File: src/rtl/time_counter_pkg.sv
`default_nettype none
// time_counter_pkg: shared BCD types, hour constants and conversion helpers (rev 1.0).
package time_counter_pkg;

  typedef logic [3:0] bcd_t;

  localparam int HOUR_MAX_24 = 23;
  localparam int NOON        = 12;

  function automatic int bcd_to_int(input logic [15:0] v, input int digits);
    int acc;
    acc = 0;
    for (int i = 3; i >= 0; i--) begin
      if (i < digits) acc = acc * 10 + int'(v[4*i +: 4]);
    end
    return acc;
  endfunction

  function automatic logic [15:0] int_to_bcd(input int n);
    logic [15:0] r;
    int          v;
    r = '0;
    v = n;
    for (int i = 0; i < 4; i++) begin
      r[4*i +: 4] = 4'(v % 10);
      v = v / 10;
    end
    return r;
  endfunction

endpackage
`default_nettype wire

File: src/rtl/bcd_time_counter_if.sv
`default_nettype none
// bcd_time_counter_if: request/display bundle between a time-field counter and its user (rev 1.0).
interface bcd_time_counter_if #(
  parameter int DIGITS = 2
);
  logic                  tick;
  logic                  inc;
  logic                  dec;
  logic                  load;
  logic [4*DIGITS-1:0]   load_value;
  logic                  twentyfour_mode;
  logic [4*DIGITS-1:0]   value;
  logic                  carry;
  logic                  am;
  logic                  pm;
  logic                  load_err;

  modport master (
    output tick, inc, dec, load, load_value, twentyfour_mode,
    input  value, carry, am, pm, load_err
  );

  modport slave (
    input  tick, inc, dec, load, load_value, twentyfour_mode,
    output value, carry, am, pm, load_err
  );
endinterface
`default_nettype wire

File: src/rtl/bcd_digit.sv
`default_nettype none
// bcd_digit: one BCD digit step (up or down) with per-digit wrap limit and carry/borrow out (rev 1.0).
module bcd_digit
  import time_counter_pkg::*;
#(
  parameter bcd_t LIMIT = 4'd9
) (
  input  wire bcd_t digit,
  input  wire logic up,
  input  wire logic down,
  output bcd_t      digit_next,
  output logic      carry_out,
  output logic      borrow_out
);

  always_comb begin
    digit_next = digit;
    carry_out  = 1'b0;
    borrow_out = 1'b0;
    if (up) begin
      if (digit >= LIMIT) begin
        digit_next = '0;
        carry_out  = 1'b1;
      end else begin
        digit_next = digit + 4'd1;
      end
    end else if (down) begin
      if (digit == 4'd0) begin
        digit_next = LIMIT;
        borrow_out = 1'b1;
      end else begin
        digit_next = digit - 4'd1;
      end
    end
  end

endmodule
`default_nettype wire

File: src/rtl/bcd_time_counter.sv
`default_nettype none
// bcd_time_counter: BCD seconds/minutes/hours field with tick carry, manual set and 12/24 h display.
// Decrement is built only when TIME_COUNTER_DEC_EN is defined (rev 1.0).
module bcd_time_counter
  import time_counter_pkg::*;
#(
  parameter int DIGITS    = 2,
  parameter int MOD_MAX   = 59,
  parameter int HOUR_MODE = 0
) (
  input  wire logic         clk,
  input  wire logic         reset,
  bcd_time_counter_if.slave bus
);

  localparam int          W           = 4 * DIGITS;
  localparam int          MAX         = (HOUR_MODE != 0) ? HOUR_MAX_24 : MOD_MAX;
  localparam logic [15:0] MAX_BCD16   = int_to_bcd(MAX);
  localparam logic [W-1:0] MAX_BCD    = MAX_BCD16[W-1:0];

  logic [W-1:0] count, count_next, chain_val, wrapped_up, wrapped_dn;
  logic [W-1:0] disp, disp_next;
  logic [15:0]  load16;
  logic         manual_inc, manual_dec, step_up, step_dn;
  logic         digits_ok, load_ok, at_max, at_zero;
  logic         carry_q, carry_next, err_q, err_next;
  logic         am_q, pm_q, am_next, pm_next;

`ifdef TIME_COUNTER_DEC_EN
  assign manual_inc = bus.inc & ~bus.dec;
  assign manual_dec = bus.dec & ~bus.inc;
`else
  logic unused_dec;
  assign unused_dec = bus.dec;
  assign manual_inc = bus.inc;
  assign manual_dec = 1'b0;
`endif

  // A single digit chain serves both directions; only one action happens per cycle.
  assign step_dn = manual_dec;
  assign step_up = ~manual_dec;

  for (genvar i = 0; i < DIGITS; i++) begin : g_digit
    logic up_in, dn_in, cy_out, bw_out;
    bcd_t nd;
    if (i == 0) begin : g_lsd
      assign up_in = step_up;
      assign dn_in = step_dn;
    end else begin : g_upper
      assign up_in = g_digit[i-1].cy_out;
      assign dn_in = g_digit[i-1].bw_out;
    end
    bcd_digit #(.LIMIT(4'd9)) u_digit (
      .digit      (count[4*i +: 4]),
      .up         (up_in),
      .down       (dn_in),
      .digit_next (nd),
      .carry_out  (cy_out),
      .borrow_out (bw_out)
    );
    assign chain_val[4*i +: 4] = nd;
  end

  logic unused_msd;
  assign unused_msd = g_digit[DIGITS-1].cy_out | g_digit[DIGITS-1].bw_out;

  assign at_max     = (count == MAX_BCD);
  assign at_zero    = (count == '0);
  assign wrapped_up = at_max  ? '0      : chain_val;
  assign wrapped_dn = at_zero ? MAX_BCD : chain_val;

  always_comb begin
    load16         = '0;
    load16[W-1:0]  = bus.load_value;
    digits_ok      = 1'b1;
    for (int i = 0; i < DIGITS; i++) begin
      if (load16[4*i +: 4] > 4'd9) digits_ok = 1'b0;
    end
    load_ok = digits_ok && (bcd_to_int(load16, DIGITS) <= MAX);
  end

  always_comb begin
    count_next = count;
    carry_next = 1'b0;
    err_next   = 1'b0;
    if (bus.load) begin
      if (load_ok) count_next = bus.load_value;
      else         err_next   = 1'b1;
    end else if (manual_inc) begin
      count_next = wrapped_up;
    end else if (manual_dec) begin
      count_next = wrapped_dn;
    end else if (bus.tick) begin
      count_next = wrapped_up;
      carry_next = at_max;
    end
  end

  if (HOUR_MODE != 0) begin : g_hour
    int          hr, hr_shown;
    logic [15:0] disp16;
    always_comb begin
      hr       = bcd_to_int(16'(count_next), 2);
      hr_shown = hr;
      am_next  = 1'b0;
      pm_next  = 1'b0;
      if (!bus.twentyfour_mode) begin
        if (hr == 0) begin
          hr_shown = NOON;
          am_next  = 1'b1;
        end else if (hr < NOON) begin
          am_next  = 1'b1;
        end else if (hr == NOON) begin
          pm_next  = 1'b1;
        end else begin
          hr_shown = hr - NOON;
          pm_next  = 1'b1;
        end
      end
      disp16    = int_to_bcd(hr_shown);
      disp_next = disp16[W-1:0];
    end
  end else begin : g_plain
    logic unused_mode;
    assign unused_mode = bus.twentyfour_mode;
    assign disp_next   = count_next;
    assign am_next     = 1'b0;
    assign pm_next     = 1'b0;
  end

  always_ff @(posedge clk or posedge reset) begin
    if (reset) begin
      count   <= '0;
      disp    <= '0;
      carry_q <= 1'b0;
      err_q   <= 1'b0;
      am_q    <= 1'b0;
      pm_q    <= 1'b0;
    end else begin
      count   <= count_next;
      disp    <= disp_next;
      carry_q <= carry_next;
      err_q   <= err_next;
      am_q    <= am_next;
      pm_q    <= pm_next;
    end
  end

  assign bus.value    = disp;
  assign bus.carry    = carry_q;
  assign bus.load_err = err_q;
  assign bus.am       = am_q;
  assign bus.pm       = pm_q;

endmodule
`default_nettype wire

File: src/flat_wrapper.sv
// flat-port wrapper written by rule: the top's interface ports become plain ports
module bcd_time_counter_flat import time_counter_pkg::*;
#(
  parameter int DIGITS    = 2,
  parameter int MOD_MAX   = 59,
  parameter int HOUR_MODE = 0
)
  (clk, reset, bus_tick, bus_inc, bus_dec, bus_load, bus_load_value, bus_twentyfour_mode, bus_value, bus_carry, bus_am, bus_pm, bus_load_err);
  bcd_time_counter_if #(.DIGITS(DIGITS)) bus_i ();
  input  wire logic clk;
  input  wire logic reset;
  input wire logic [$bits(bus_i.tick)-1:0] bus_tick;
  input wire logic [$bits(bus_i.inc)-1:0] bus_inc;
  input wire logic [$bits(bus_i.dec)-1:0] bus_dec;
  input wire logic [$bits(bus_i.load)-1:0] bus_load;
  input wire logic [$bits(bus_i.load_value)-1:0] bus_load_value;
  input wire logic [$bits(bus_i.twentyfour_mode)-1:0] bus_twentyfour_mode;
  output wire logic [$bits(bus_i.value)-1:0] bus_value;
  output wire logic [$bits(bus_i.carry)-1:0] bus_carry;
  output wire logic [$bits(bus_i.am)-1:0] bus_am;
  output wire logic [$bits(bus_i.pm)-1:0] bus_pm;
  output wire logic [$bits(bus_i.load_err)-1:0] bus_load_err;
  assign bus_i.tick = bus_tick;
  assign bus_i.inc = bus_inc;
  assign bus_i.dec = bus_dec;
  assign bus_i.load = bus_load;
  assign bus_i.load_value = bus_load_value;
  assign bus_i.twentyfour_mode = bus_twentyfour_mode;
  assign bus_value = bus_i.value;
  assign bus_carry = bus_i.carry;
  assign bus_am = bus_i.am;
  assign bus_pm = bus_i.pm;
  assign bus_load_err = bus_i.load_err;
  bcd_time_counter #(.DIGITS(DIGITS), .MOD_MAX(MOD_MAX), .HOUR_MODE(HOUR_MODE)) u_core (.clk(clk), .reset(reset), .bus(bus_i));
endmodule
File: config.mk
export PLATFORM = sky130hd
export DESIGN_NAME = bcd_time_counter_flat
export DESIGN_NICKNAME = d
export VERILOG_FILES = /design/src/rtl/time_counter_pkg.sv /design/src/rtl/bcd_time_counter_if.sv /design/src/rtl/bcd_digit.sv /design/src/rtl/bcd_time_counter.sv /design/src/flat_wrapper.sv
export SDC_FILE = /design/constraint.sdc
export NUM_CORES = 1
export LEC_CHECK = 0
export ABC_CLOCK_PERIOD_IN_PS = 2510
export CAP_MARGIN = 40
export CORE_MARGIN = 8
export CORE_UTILIZATION = 38
export CTS_BUF_LIST = sky130_fd_sc_hd__clkbuf_4
export CTS_CLUSTER_DIAMETER = 150
export DETAILED_ROUTE_END_ITERATION = 8
export HOLD_SLACK_MARGIN = 0.15
export PLACE_DENSITY = 0.7
export SYNTH_ARGS = -nofsm -noshare
export SYNTH_HDL_FRONTEND = slang
export SYNTH_SLANG_ARGS = --single-unit
export TNS_END_PERCENT = 1
File: constraint.sdc
create_clock -name clk -period 2.51 [get_ports clk]
set_input_delay 0.6275 -clock clk [delete_from_list [all_inputs] [get_ports clk]]
set_output_delay 0.6275 -clock clk [all_outputs]
set_load 0.005 [all_outputs]
==> results.cfg <==
[setup_path]
required_ns = 2.67
cp-start-kind = primary input
crit_path_end_kind = register
criticalPathCategory = in2reg
critPathMaxFanout = 7
worstPathArrival_ns = 3.44

[timing]
slew-limit-headroom_pct = 29.33
slew_viol_final = 0
hold_viol = 0
setup_violations = 9
fmax_mhz = 304.2
hold_ws_ns = 0.6124
setup_ws_ns = -0.7775
min_period_ns = 3.287
rsz0062_at_grt = true
period_share_pct = 131.0
fin_worst_skew_ns = 0.004624
worstMarginPinSlew_ns = 1.052

[power_and_ir_drop]
p_clk_share_pct = 11.3
switchingPower_mw = 0.3917
power.leakage_nw = 0.6780
pwr-share-comb_pct = 58.6
power.density_nw_per_um2 = 658.8
swShare_pct = 40.04
seqPwrFrac_pct = 30.1
p_int_mw = 0.5866
ir_drop_mv = 0.5611

[final_layout]
fin_cells = 185
fin_area_um2 = 1485
area_growth_pct = 49.50
multi_input_area_um2 = 745.7
fillers = 220
drive_gt1_share_pct = 29.68
nets = 188
antenna_cells = 0
seqCellArea_um2 = 250.2

[grt]
grt_pass1_wl_um = 4616
first_global_vias = 998
grt_overflow = 0
grt_max_degree = 14
track_usage_pct = 12.95
antenna_found_initial = 0

[floorplanning]
num_rows = 18
core_um2 = 2477
io_pins = 27
fp.dieW_um = 67.13
initial_core_util_pct = 40.10
fp.dieH_um = 67.13
die_area_um2 = 4506

[cts]
cts_tree = yes
cts_buffers = 3
ctsHoldBuffers = 0
clockBufferDepth = 2
root_buffer = clkbuf_4
clk-insertion-delay-late_ns = 0.27
cts.sinks = 10
htreeDepth = 1
clkSlewWorstSetupHoldPaths_ns = 0.06

[placed_design]
post-dp-hpwl_um = 2177
placed_cells = 179
placed_cell_area_um2 = 1406
port_buffers = 22
place.gp.congestion = 0.8672

[drt]
routed_via_density = 5.308
drc_errors = 0
routedWlPerCell_um = 14.47
drtIter0Drc = 51
drt-total-wl_um = 2677
ant_nets = 0
drt_pass1_iterations = 4
vias = 982

[worst_hold_path]
hp-class = reg2reg

[run]
maxCapViolCount = 0

[synth]
netlist_area_um2 = 993.5
syn_avg_cell_area_um2 = 8.950
ys.warnings.count = 0
synth_edf_count = 0
syn_inst = 111
synth_cell_types = 41
synth-seq-cells = 10
ys.flop_type = dfrtp_1
synth_seq_area_share_pct = 25.19
synth-async-reset-ratio_pct = 100.0

[status]
violations = setup timing
status = finished, violations left
## metrics by stage
stage	utilization [%]	total power, mW	setup slack, ns	TNS (ns)
6_report	59.95	0.9784	-0.7775	-6.213
5_1_grt	59.95	1.063	-0.8537	-7.023
4_1_cts	58.69	0.9733	-0.9028	-7.373
3_5_place_dp	56.77	0.8423	-1.560	-13.30
3_3_place_gp	56.77	0.8290	-1.476	-12.64
2_1_floorplan	-	0.5808	-0.9596	-6.998
## cells in the mapped netlist (2+ instances only)
cell type / number / area [um2]
nand2_1: 6 / 22.52
a21oi_1: 6 / 30.03
dfrtp_1: 10 / 250.2
ha_1: 14 / 175.2
o22ai_1: 2 / 12.51
nor2_1: 8 / 30.03
inv_1: 12 / 45.04
nand3_1: 4 / 20.02
fa_1: 2 / 40.04
a211o_2: 2 / 20.02
a22oi_1: 2 / 15.01
nor3_1: 4 / 20.02
a211oi_1: 2 / 15.01
mux2i_1: 3 / 30.03
buf_4: 2 / 15.01
o21ai_0: 7 / 35.03
## sequential cells by signal, summed over array words and instances (netlist names)
signal,flops
u_core.bus.value,8
u_core.bus.load_err,1
u_core.bus.carry,1
## power by group through the flow
stage	clock network [mW]	registers [mW]	logic, mW
after global placement	0	0.294	0.535
after global routing	0.116	0.304	0.643
final	0.111	0.295	0.573
after floorplan	0	0.288	0.293
after CTS	0.114	0.294	0.565
after detailed placement	0	0.298	0.545
## final timing paths
| path | cells past startpoint | end | from | slack (ns) |
|---|---|---|---|---|
| setup / recovery | 10 | u_core.bus.value[5] | bus_load_value[5] | -0.78 |
| hold / removal | 2 | u_core.bus.value[7] | u_core.bus.value[7] | 0.61 |
| setup reg to reg | 7 | u_core.bus.value[5] | u_core.bus.value[1] | 0.56 |
| hold reg to reg | 2 | u_core.bus.value[7] | u_core.bus.value[7] | 0.61 |
| max in group asynchronous | 2 | u_core.bus.value[0] | reset | 1.59 |
| min in group asynchronous | 2 | u_core.bus.carry | reset | 0.63 |
## what timing repair did
item	CTS	global route
pin swaps	9	10
gates cloned	0	0
setup endpoints to repair	9	9
buffers inserted	2	1
resized for setup	22	7
## layout by cell type, fill, tap and decap left out, types with 3 or more instances in the layout
| master | instances |
|---|---|
| dfrtp_1 | 10 |
| clkdlybuf4s50_1 | 17 |
| ha_4 | 3 |
| inv_1 | 12 |
| clkbuf_4 | 3 |
| mux2i_1 | 3 |
| buf_4 | 22 |
| nand2_1 | 6 |
| o21ai_0 | 7 |
| nand3_1 | 4 |
| a21oi_1 | 5 |
| nor3_1 | 4 |
| ha_1 | 10 |
| nor2_1 | 8 |
## cells by family (layout without fill, tap and decap cells)
logic type      after synthesis  after routing  synth area share (%)
simple gates                 33             33                 18.14
fa+ha+maj                    16             16                 21.66
buf+inv                      16             59                 7.555
other cells                   1              2                0.3775
compound gates               30             30                 22.04
flops                        10             10                 25.19
mux                           4              4                 4.156
xor+xnor                      1              1                0.8818
## layout make-up
type	instances	area share (%)
sequential	10	16.85
clock buffer	3	1.516
timing repair buffer	44	25.86
multi-input combinational	86	50.21
tap	30	2.527
inverter	12	3.033
## layer usage
metal	vias to the layer above	GRT usage, %	part of all wire, %
li1	491	-	-
met1	451	15.81	43
met2	35	22.22	49
met3	5	3.808	7.1
met4	0	2.350	0.90
met5	-	0	0
## critical path: stages
cell	delay (ns)
buf_8	0.10
ha_4	0.24
ha_4	0.16
fa_1	0.52
nand3_2	0.08
or4_4	0.41
a221o_1	0.35
a211o_4	0.39
a211oi_4	0.25
mux2_4	0.32
Power figures use the tool's default switching activity.
